### src/rtl/dff_pipe_if.sv
// Producer/consumer handshake bundle for dff_pipe: valid/ready/data on each side.
interface dff_pipe_if #(
    parameter int WIDTH = 8
);
    logic             in_valid;
    logic             in_ready;
    logic [WIDTH-1:0] in_data;
    logic             out_valid;
    logic             out_ready;
    logic [WIDTH-1:0] out_data;

    // Environment side: drives the producer word and the consumer's ready.
    modport master (
        output in_valid, in_data, out_ready,
        input  in_ready, out_valid, out_data
    );

    // Pipe side: accepts producer words and presents them to the consumer.
    modport slave (
        input  in_valid, in_data, out_ready,
        output in_ready, out_valid, out_data
    );
endinterface

### src/rtl/dff_pipe.sv
// Elastic register pipeline: DEPTH valid/ready stages with bubble collapsing,
// synchronous flush and a registered occupancy count.
module dff_pipe #(
    parameter int               WIDTH     = 8,
    parameter int               DEPTH     = 4,
    parameter logic [WIDTH-1:0] RESET_VAL = '0
) (
    input  logic                         clk,
    input  logic                         rst,
    input  logic                         flush,
    dff_pipe_if.slave                    bus,
    output logic [$clog2(DEPTH+1)-1:0]   occupancy
);
    localparam int OCC_W = $clog2(DEPTH + 1);

    logic [DEPTH-1:0] v;        // per-stage valid
    logic [WIDTH-1:0] d [DEPTH]; // per-stage data, stage DEPTH-1 drives the output
    logic [DEPTH-1:0] mv;       // stage hands its word on this cycle
    logic [DEPTH-1:0] ld;       // stage captures a new word this cycle
    logic [DEPTH-1:0] v_nxt;
    logic [OCC_W-1:0] occ_nxt;
    logic             in_fire;

    // Move chain from the output back to stage 0; a stage may advance into an
    // empty successor even while the consumer stalls, so bubbles collapse.
    always_comb begin
        // NOTE: every always_comb output gets a default first so no path leaves it unassigned and infers a latch.
        mv = '0;
        mv[DEPTH-1] = v[DEPTH-1] & bus.out_ready;
        for (int i = DEPTH - 2; i >= 0; i--) begin
            mv[i] = v[i] & (~v[i+1] | mv[i+1]);
        end
    end

    assign bus.in_ready  = (~v[0] | mv[0]) & ~flush & ~rst;
    assign in_fire       = bus.in_valid & bus.in_ready;
    assign bus.out_valid = v[DEPTH-1] & ~flush;
    assign bus.out_data  = d[DEPTH-1];

    // Next valid vector, per-stage load enables and the resulting population count.
    always_comb begin
        ld      = '0;
        v_nxt   = v;
        occ_nxt = '0;
        ld[0]   = in_fire;
        for (int i = 1; i < DEPTH; i++) begin
            ld[i] = mv[i-1];
        end
        for (int i = 0; i < DEPTH; i++) begin
            if (ld[i]) begin
                v_nxt[i] = 1'b1;
            end else if (mv[i]) begin
                v_nxt[i] = 1'b0;
            end
            occ_nxt = occ_nxt + OCC_W'(v_nxt[i]);
        end
    end

    // Stage registers: reset beats flush beats normal movement; data only changes on a load.
    always_ff @(posedge clk) begin
        // NOTE: sequential state uses non-blocking assignments so every stage samples pre-edge values.
        if (rst) begin
            v         <= '0;
            occupancy <= '0;
            // NOTE: the data registers are reset too, because RESET_VAL is visible on out_data right after reset.
            for (int i = 0; i < DEPTH; i++) begin
                d[i] <= RESET_VAL;
            end
        end else if (flush) begin
            v         <= '0;
            occupancy <= '0;
        end else begin
            v         <= v_nxt;
            occupancy <= occ_nxt;
            if (ld[0]) begin
                d[0] <= bus.in_data;
            end
            for (int i = 1; i < DEPTH; i++) begin
                if (ld[i]) begin
                    d[i] <= d[i-1];
                end
            end
        end
    end

    // A producer stalled by a full pipe must keep offering the same word.
    property p_stalled_word_held;
        @(posedge clk) disable iff (rst)
            (bus.in_valid && !bus.in_ready && !flush) |=> (bus.in_valid && $stable(bus.in_data));
    endproperty
    a_stalled_word_held: assert property (p_stalled_word_held);
endmodule

### src/flat_wrapper.sv
// flat-port wrapper written by rule: the top's interface ports become plain ports
module dff_pipe_flat 
#(
    parameter int               WIDTH     = 8,
    parameter int               DEPTH     = 4,
    parameter logic [WIDTH-1:0] RESET_VAL = '0
)
  (clk, rst, flush, occupancy, bus_in_valid, bus_in_data, bus_out_ready, bus_in_ready, bus_out_valid, bus_out_data);
  dff_pipe_if #(.WIDTH(WIDTH)) bus_i ();
  input  logic clk;
  input  logic rst;
  input  logic flush;
  output logic [$clog2(DEPTH+1)-1:0] occupancy;
  input wire logic [$bits(bus_i.in_valid)-1:0] bus_in_valid;
  input wire logic [$bits(bus_i.in_data)-1:0] bus_in_data;
  input wire logic [$bits(bus_i.out_ready)-1:0] bus_out_ready;
  output wire logic [$bits(bus_i.in_ready)-1:0] bus_in_ready;
  output wire logic [$bits(bus_i.out_valid)-1:0] bus_out_valid;
  output wire logic [$bits(bus_i.out_data)-1:0] bus_out_data;
  assign bus_i.in_valid = bus_in_valid;
  assign bus_i.in_data = bus_in_data;
  assign bus_i.out_ready = bus_out_ready;
  assign bus_in_ready = bus_i.in_ready;
  assign bus_out_valid = bus_i.out_valid;
  assign bus_out_data = bus_i.out_data;
  dff_pipe #(.WIDTH(WIDTH), .DEPTH(DEPTH), .RESET_VAL(RESET_VAL)) u_core (.clk(clk), .rst(rst), .flush(flush), .bus(bus_i), .occupancy(occupancy));
endmodule
### config.mk
export PLATFORM = sky130hd
export DESIGN_NAME = dff_pipe_flat
export DESIGN_NICKNAME = d
export VERILOG_FILES = /design/src/rtl/dff_pipe_if.sv /design/src/rtl/dff_pipe.sv /design/src/flat_wrapper.sv
export SDC_FILE = /design/constraint.sdc
export NUM_CORES = 1
export LEC_CHECK = 0
export CAP_MARGIN = 20
export CORE_ASPECT_RATIO = 0.8
export CORE_MARGIN = 2
export CORE_UTILIZATION = 45
export DETAILED_ROUTE_END_ITERATION = 6
export PLACE_DENSITY = 0.68
export SYNTH_ARGS = -nofsm -noshare
export SYNTH_HDL_FRONTEND = slang
export SYNTH_SLANG_ARGS = --single-unit
### constraint.sdc
create_clock -name clk -period 3 [get_ports clk]
set_input_delay 0.3 -clock clk [delete_from_list [all_inputs] [get_ports clk]]
set_output_delay 0.3 -clock clk [all_outputs]
set_load 0.03 [all_outputs]
# == Word level (Yosys, flattened, before mapping) ==
# Memories as Yosys holds them, arrays and structs flattened.
# Index checks and enable logic that the tools add are counted.
# totals
ramBits,32
input_bits,13
elab_cells,59
n_memories,1
output_inout_bits,13
register_bits,7
# memory_table
memory,depth,word_bits,read_ports,rd_clocked_by_memory_dff,write_ports,line,source
u_core.d,4,8,4,0,4,dff_pipe.sv:17,logic [WIDTH-1:0] d [DEPTH];
# classes
add_sub_neg,3
bitwise,22
muxes,30
n_reduce_logical,1
# ops
operator,count
$mux 8,4
$mux 1,26
$and 1x1->1,8
$or 1x1->1,8
$add 3x1->3,2
$not 1->1,6
$add 1x1->2,1
$reduce_or 2->1,1

# == Longest topological paths before layout ==
# Gate-level depths: netlist (run 1).
# depth
word_depth,16
ltp_mapped,8
depth_no_buf,6

# == Worst setup path after synthesis (run 1) ==
# No wires, ideal clock.
# synth_timing
path_type,in2reg
start,input port rst
end,register u_core.occupancy[1]
setup_ps,115
stages,8
t_arrival_ps,2043
t_required_ps,2885
slack_ps,842
n_path_buf,2
path_cell_list,buf_6 > or3b_1 > buf_6 > o21ai_0 > ha_1 > fa_1 > ha_1 > and2_1
# synth_via
elab_chain_len,7
word_cells_on_any_way,8
cone_classes,add/sub (3); mux (1); bitwise (3); reduce/logical (1)
# synth_rtl
item,line,source
from (decl),flat_wrapper.sv:11,input logic rst;
$not 1->1,dff_pipe.sv:35,assign bus.in_ready = (~v[0] | mv[0]) & ~flush & ~rst;
$and 1x1->1,dff_pipe.sv:35,
$and 1x1->1,dff_pipe.sv:36,assign in_fire = bus.in_valid & bus.in_ready;
$mux 1,dff_pipe.sv:50,if (ld[i]) begin
named net u_core.v_nxt[0],dff_pipe.sv:20,logic [DEPTH-1:0] v_nxt;
$add 1x1->2,dff_pipe.sv:55,occ_nxt = occ_nxt + OCC_W'(v_nxt[i]);
$add 3x1->3 (2 in a row),dff_pipe.sv:55,
named net u_core.occ_nxt[1],dff_pipe.sv:21,logic [OCC_W-1:0] occ_nxt;
to (signal assigned),dff_pipe.sv:74,occupancy <= occ_nxt;
to (decl),dff_pipe.sv:12,output logic [$clog2(DEPTH+1)-1:0] occupancy
# The timed path passes the listed nets, and every way through them passes these cells.
# A chain may end at the register's enable or synchronous reset.

# == Worst setup path in the final report (run 1) ==
# layout_timing
start,input port rst
end,output port bus_in_ready
# layout_via
elab_chain_len,2
# layout_rtl
item,line,source
$not 1->1,dff_pipe.sv:35,
$and 1x1->1,dff_pipe.sv:35,
to (decl),flat_wrapper.sv:17,output wire logic [$bits(bus_i.in_ready)-1:0] bus_in_ready;
# No other way between the ends.

==> impl_metrics.yaml, run 1 <==
status:
  status: "finished, final reports clean"
detailed_routing:
  ant_nets: 0
  remaining_drc_errors: 0
  drt_iter0_drc: 63
  routedWlPerCell_um: 12.55
  via_per_inst: 4.938
  dr.pass1.iters: 4
  routed_wl_um: 2611
  vias: 1027
clock_tree:
  clk_pin_slew_ns: 0.07
  hold_buffers: 0
  cts_buffer_depth: 2
  cts_buffers: 5
  cts-root-buf: "clkbuf_8"
  clock_latency_ns: 0.28
  postCtsResizedCells: 0
  ctsHtreeMaxLevel: 2
  cts.sinks: 39
  cts_setup_buffers: 0
  cts_tree: "done"
floorplanning:
  die-area_um2: 4736
  rows: 21
  die_w_um: 76.45
  ioPinCount: 26
  initial_core_util_pct: 46.09
  core_area_um2: 4099
  die_h_um: 61.96
finish:
  diodes: 0
  drive_gt1_share_pct: 25.17
  area_growth_pct: 15.76
  final_cell_count_no_fill: 208
  final_core_util_pct: 53.36
  nets: 166
sta:
  max_freq_ghz: 0.4241
  hold_viol: 0
  rsz0062_at_grt: "false"
  finalSetupViolations: 0
  worstMarginPinSlew_ns: 0.6769
  setup_tns_ns: 0
  final-max-slew-violation-count: 0
  period_needed_ns: 2.358
  finalClockSkew_ns: 0.002293
  maxSlewHeadroom_pct: 54.78
  min_period_over_period_pct: 78.60
pwr:
  vdd_drop_max_mv: 0.2328
  power.leakage_nw: 0.7838
  powerDensity_nw_per_um2: 465.4
logic_synthesis:
  synth_edf_count: 32
  synthCells: 133
  synth_cell_types: 28
  ys_seq_area_share_pct: 58.28
  synth_flop_cell: "edfxtp_1"
  ys_async_sr_fraction_pct: 0
  synth_area_per_cell_um2: 14.21
  ys_ff_latch: 39
  ys_warn_count: 0
  syn_area_um2: 1889
  syn_nets: 149
worst_setup_path:
  cp_data_required_time_ns: 2.70
  worstPathMaxFanout: 10
  crit_top_cell: "clkdlybuf4s50_1"
  crit_path_start_kind: "input port"
  path_class: "input port to output port"
  crit_buf_inv: 2
  critical-path-top-delay-family: "buffers and inverters"
  max_stage_delay_ns: 0.68
  worstPathArrival_ns: 2.06
  reg2reg_slack_ns: 0.76
  worstPathCellList: "clkdlybuf4s50_1, or2_2, a21oi_1, clkdlybuf4s50_1"
  cp_slowest_cell: "clkdlybuf4s50_1"
  crit_path_end_kind: "output port"
grt:
  grt_overflow_total: 0
  grt_usage_pct: 12.62
  grt_max_degree: 17
  grt_pass1_vias: 974
  antenna_found_initial: 0
  grt_pass1_wl_um: 4416
placed_design:
  place_hpwl_um: 1914
  io_buffers: 25
  place_inst: 200
  gp_congestion: 0.8299
run:
  maxCapViolCount: 0
min_path:
  worstHoldPathType: "register to register"
cells in the mapped netlist, drive strengths merged, types with 3 or more instances:
cell    number  area [um2]
buf         16       123.9
nor3b       16       200.2
a211oi       8       100.1
dfxtp        7       140.1
a21oi        3       15.01
inv         11       41.29
clkbuf       3       11.26
and2         3       18.77
and4         8       70.07
or3b         3       26.28
edfxtp      32       960.9
layer usage:
layer	track usage, %	share of wire (%)
met5	0	0
met4	7.013	1.1
met3	4.335	4.6
met2	22.50	51
met1	13.86	43
worst min-delay path, stage by stage, from the launching register on:
cell and delay (ns):
dfxtp_1 0.31, inv_1 0.10, a21oi_1 0.07
path summary, 6_finish.rpt:
path | cells past startpoint | to | startpoint
hold / removal | 2 | u_core.v[1]$_SDFF_PP0_ | u_core.v[0]$_SDFF_PP0_
hold reg to reg | 2 | u_core.v[1]$_SDFF_PP0_ | u_core.v[0]$_SDFF_PP0_
setup reg to reg | 6 | u_core.occupancy[1]$_SDFF_PP0_ | u_core.v[2]$_SDFF_PP0_
setup / recovery | 4 | bus_in_ready | rst
layout by cell type, fill, tap and decap left out, drive strengths merged, types with 3 or more instances in the layout:
cell type	Yosys	layout
edfxtp	32	32
clkdlybuf4s50	0	25
nor3b	16	16
inv	11	11
and4	8	8
a211oi	8	8
dfxtp	7	7
clkbuf	3	7
buf	16	4
or3b	3	3
a21oi	3	3
and2	3	3
sequential cells by signal, indices dropped and copies added (netlist names):
signal and cells:
u_core.v 4, u_core.occupancy 3, u_core.d 32
area by class of cell:
class,count,area (um2)
clock buffer,7,76.32
clock inverter,1,5.005
fill,356,1912
inverter,11,41.29
multi-input combinational,64,611.8
sequential,39,1101
tap,57,71.32
timing repair buffer,29,280.3
report_power, final:
group / leakage (nW) / total [mW] / switching (mW) / internal, mW
logic: 0.353 / 0.0800 / 0.0406 / 0.0393
clock network: 0.0422 / 0.326 / 0.163 / 0.163
registers: 0.389 / 0.612 / 0.00525 / 0.607
stage by stage:
stage	setup WS (ns)	power (mW)	cell area (um2)	hold WS, ns
global route	0.5462	1.062	2187	0.5487
floorplan	0.8423	0.6753	1889	0.4697
global placement	0.4669	0.7017	2106	0.5002
CTS	0.6598	1.029	2187	0.5155
finish	0.6420	1.018	2187	0.5192
detailed placement	0.4168	0.7041	2106	0.5038
logic make-up after synthesis:
kind of cell / count (synthesis) / synth area share [%]
buffers and inverters: 30 / 9.337
AND/OR/NAND/NOR: 43 / 21.19
adder cells (fa/ha/maj): 3 / 2.384
AO/OA/AOI/OAI: 18 / 8.808
flip-flops: 39 / 58.28
Power figures use the tool's default switching activity.
==> inputs of run 2 (changes only) <==
--- a/config.mk
+++ b/config.mk
@@ -10,7 +10,7 @@
 export CORE_MARGIN = 2
 export CORE_UTILIZATION = 45
 export DETAILED_ROUTE_END_ITERATION = 6
-export PLACE_DENSITY = 0.68
+export PLACE_DENSITY = 0.7
 export SYNTH_ARGS = -nofsm -noshare
 export SYNTH_HDL_FRONTEND = slang
 export SYNTH_SLANG_ARGS = --single-unit
==> constraint.sdc (replaced) <==
create_clock -name clk -period 2 [get_ports clk]
set_input_delay 0.2 -clock clk [delete_from_list [all_inputs] [get_ports clk]]
set_output_delay 0.2 -clock clk [all_outputs]
set_load 0.03 [all_outputs]
==> run 2 against run 1 <==
Effect of this change:
- count of clock-buffer cells in the layout is 2 lower
- core utilization up 2.4 points
- first-iteration DRC count is 19% lower
- global-route usage grew 1.0 points
- wire length up 6.5%
- total power rose by 64%
- sequential share of layout area down 2.2 points
- critical path type is now input port to register
- largest power group unchanged
- highest routed layer unchanged
==> impl_metrics.yaml, run 2 (synthesis gave the netlist of run 1 again) <==
sta:
  max_freq_ghz: 0.5183
  min_period_over_period_pct: 96.47
  maxSlewHeadroom_pct: 69.80
  period_needed_ns: 1.929
  rsz0062_at_grt: "false"
  finalWorstSetupSlack_ns: 0.07061
  finalClockSkew_ns: 0.004426
  hold_viol: 0
  final-max-slew-violation-count: 0
  finalSetupViolations: 0
  worstMarginPinSlew_ns: 0.4530
  setup_tns_ns: 0
grt:
  grt_usage_pct: 13.62
  antenna_found_initial: 0
  grt_pass1_wl_um: 4816
  grt_max_degree: 17
  grt_pass1_vias: 1057
  grt_overflow_total: 0
clock_tree:
  cts_tree: "done"
  ctsHtreeMaxLevel: 2
  clk_pin_slew_ns: 0.07
  cts-root-buf: "clkbuf_8"
  cts.sinks: 39
  cts_buffers: 5
  clock_latency_ns: 0.28
  cts_buffer_depth: 2
  cts_setup_buffers: 0
placed_design:
  placed_area_um2: 2173
  io_buffers: 25
  dp_slack_ns: -0.2727
  place_hpwl_um: 1967
  gp_congestion: 0.7809
detailed_routing:
  drt_iter0_drc: 51
  dr_wl_met3_um: 118
  via_per_inst: 4.885
  wl_met1_um: 1200
  dr.pass1.iters: 4
  top_layer: "met4"
  met2_length_um: 1430
  vias: 1060
  routedWlPerCell_um: 12.82
  remaining_drc_errors: 0
  routed_wl_um: 2782
  ant_nets: 0
finish:
  fill_cells: 359
  largest_register_ffs: 32
  final_cell_mix: "32 x edfxtp_1, 24 x clkdlybuf4s50_1, 16 x nor3b_2"
  area_growth_pct: 21.06
  drive_gt1_share_pct: 32.50
  layout_commonest_cell: "edfxtp_1"
  nets: 175
  diodes: 0
  largest_registers: "u_core.d: 32 flops, u_core.v: 4 flops, u_core.occupancy: 3 flops"
  top_register: "u_core.d"
  stdcell_area_um2: 2287
worst_setup_path:
  cp_data_required_time_ns: 2.18
  worstPathMaxFanout: 2
  max_stage_delay_ns: 0.46
  worstPathCellList: "clkdlybuf4s50_1, or3b_4, o21ai_2, ha_1, fa_2, ha_1, and2_1"
  crit_buf_inv: 1
  cp_slowest_cell: "clkdlybuf4s50_1"
  worstPathArrival_ns: 2.11
  crit_path_start_kind: "input port"
  crit_top_cell: "ha_1"
  path_class: "input port to register"
  critical-path-top-delay-family: "adder cells"
  crit_path_end_kind: "register"
run:
  maxCapViolCount: 0
floorplanning:
  die_w_um: 76.45
  die_h_um: 61.96
  core_area_um2: 4099
  rows: 21
  die-area_um2: 4736
  ioPinCount: 26
  initial_core_util_pct: 46.09
min_path:
  worstHoldPathType: "register to register"
pwr:
  finalPower_mw: 1.674
  vdd_drop_max_mv: 0.4092
  power.leakage_nw: 0.8429
  powerDensity_nw_per_um2: 732.0
status:
  status: "finished, final reports clean"
-- run 2: cell count changes in the layout (fill, tap and decap cells not counted) --
cell	change
clkdlybuf4s50_1	-1
bufinv_16	+1
clkbuf_1	-2
o21ai_0	-1
clkinv_1	+1
buf_4	+10
or3b_4	+1
fa_1	-1
fa_2	+1
o21ai_2	+1
or3b_1	-1
-- run 2: timing repair --
action                                  CTS  global route
endpoints found under the setup margin    0             1
hold buffers                              0             0
gates resized for setup                   0             3
-- run 2: layer usage --
layer,vias to the layer above,track usage (%)
met4,0,7.273
met2,28,25.03
met5,-,0
met1,497,15.03
li1,530,-
met3,5,3.902
-- run 2: metrics by stage --
step,util [%],hold slack [ns],cells
floorplan,-,0.3836,133
global placement,53.02,0.4908,209
detailed placement,53.02,0.4977,209
CTS,55.65,0.5093,217
global route,55.80,0.5675,217
finish,55.80,0.5378,217
-- run 2: layout make-up --
class | instances | area, um2 | share of cell area (%)
multi-input cells | 64 | 620.6 | 27.13
well taps | 57 | 71.32 | 3.118
inverters | 11 | 41.29 | 1.805
repair buffers | 38 | 345.3 | 15.10
clock inverters | 3 | 38.79 | 1.696
clock buffers | 5 | 68.82 | 3.009
flip-flops and latches | 39 | 1101 | 48.14
-- run 2: worst paths after layout --
kind,startpoint,endpoint,slack (ns),cells after the start
setup / recovery,bus_in_valid,u_core.occupancy[1]$_SDFF_PP0_,0.07,7
hold / removal,u_core.v[0]$_SDFF_PP0_,u_core.v[1]$_SDFF_PP0_,0.54,2
setup reg to reg,u_core.v[3]$_SDFF_PP0_,u_core.occupancy[1]$_SDFF_PP0_,0.14,6
hold reg to reg,u_core.v[0]$_SDFF_PP0_,u_core.v[1]$_SDFF_PP0_,0.54,2
-- run 2: worst min-delay path, cell delays in order (launching register included) --
cell and delay, ns:
dfxtp_1 0.31, inv_1 0.11, a21oi_1 0.07
-- run 2: report_power, final --
group          switching (mW)  internal, mW  leakage (nW)  total, mW
registers             0.00820         0.910         0.389      0.918
logic                  0.0633        0.0652         0.398      0.129
clock network           0.262         0.365        0.0556      0.627
total                   0.334          1.34         0.843       1.67
==> inputs of run 3 (changes only) <==
--- a/config.mk
+++ b/config.mk
@@ -11,6 +11,7 @@
 export CORE_UTILIZATION = 45
 export DETAILED_ROUTE_END_ITERATION = 6
 export PLACE_DENSITY = 0.7
+export SLEW_MARGIN = 25
 export SYNTH_ARGS = -nofsm -noshare
 export SYNTH_HDL_FRONTEND = slang
 export SYNTH_SLANG_ARGS = --single-unit
==> results of run 3 <==
Same layout as run 2: the final DEF is identical, and so are final timing and power.
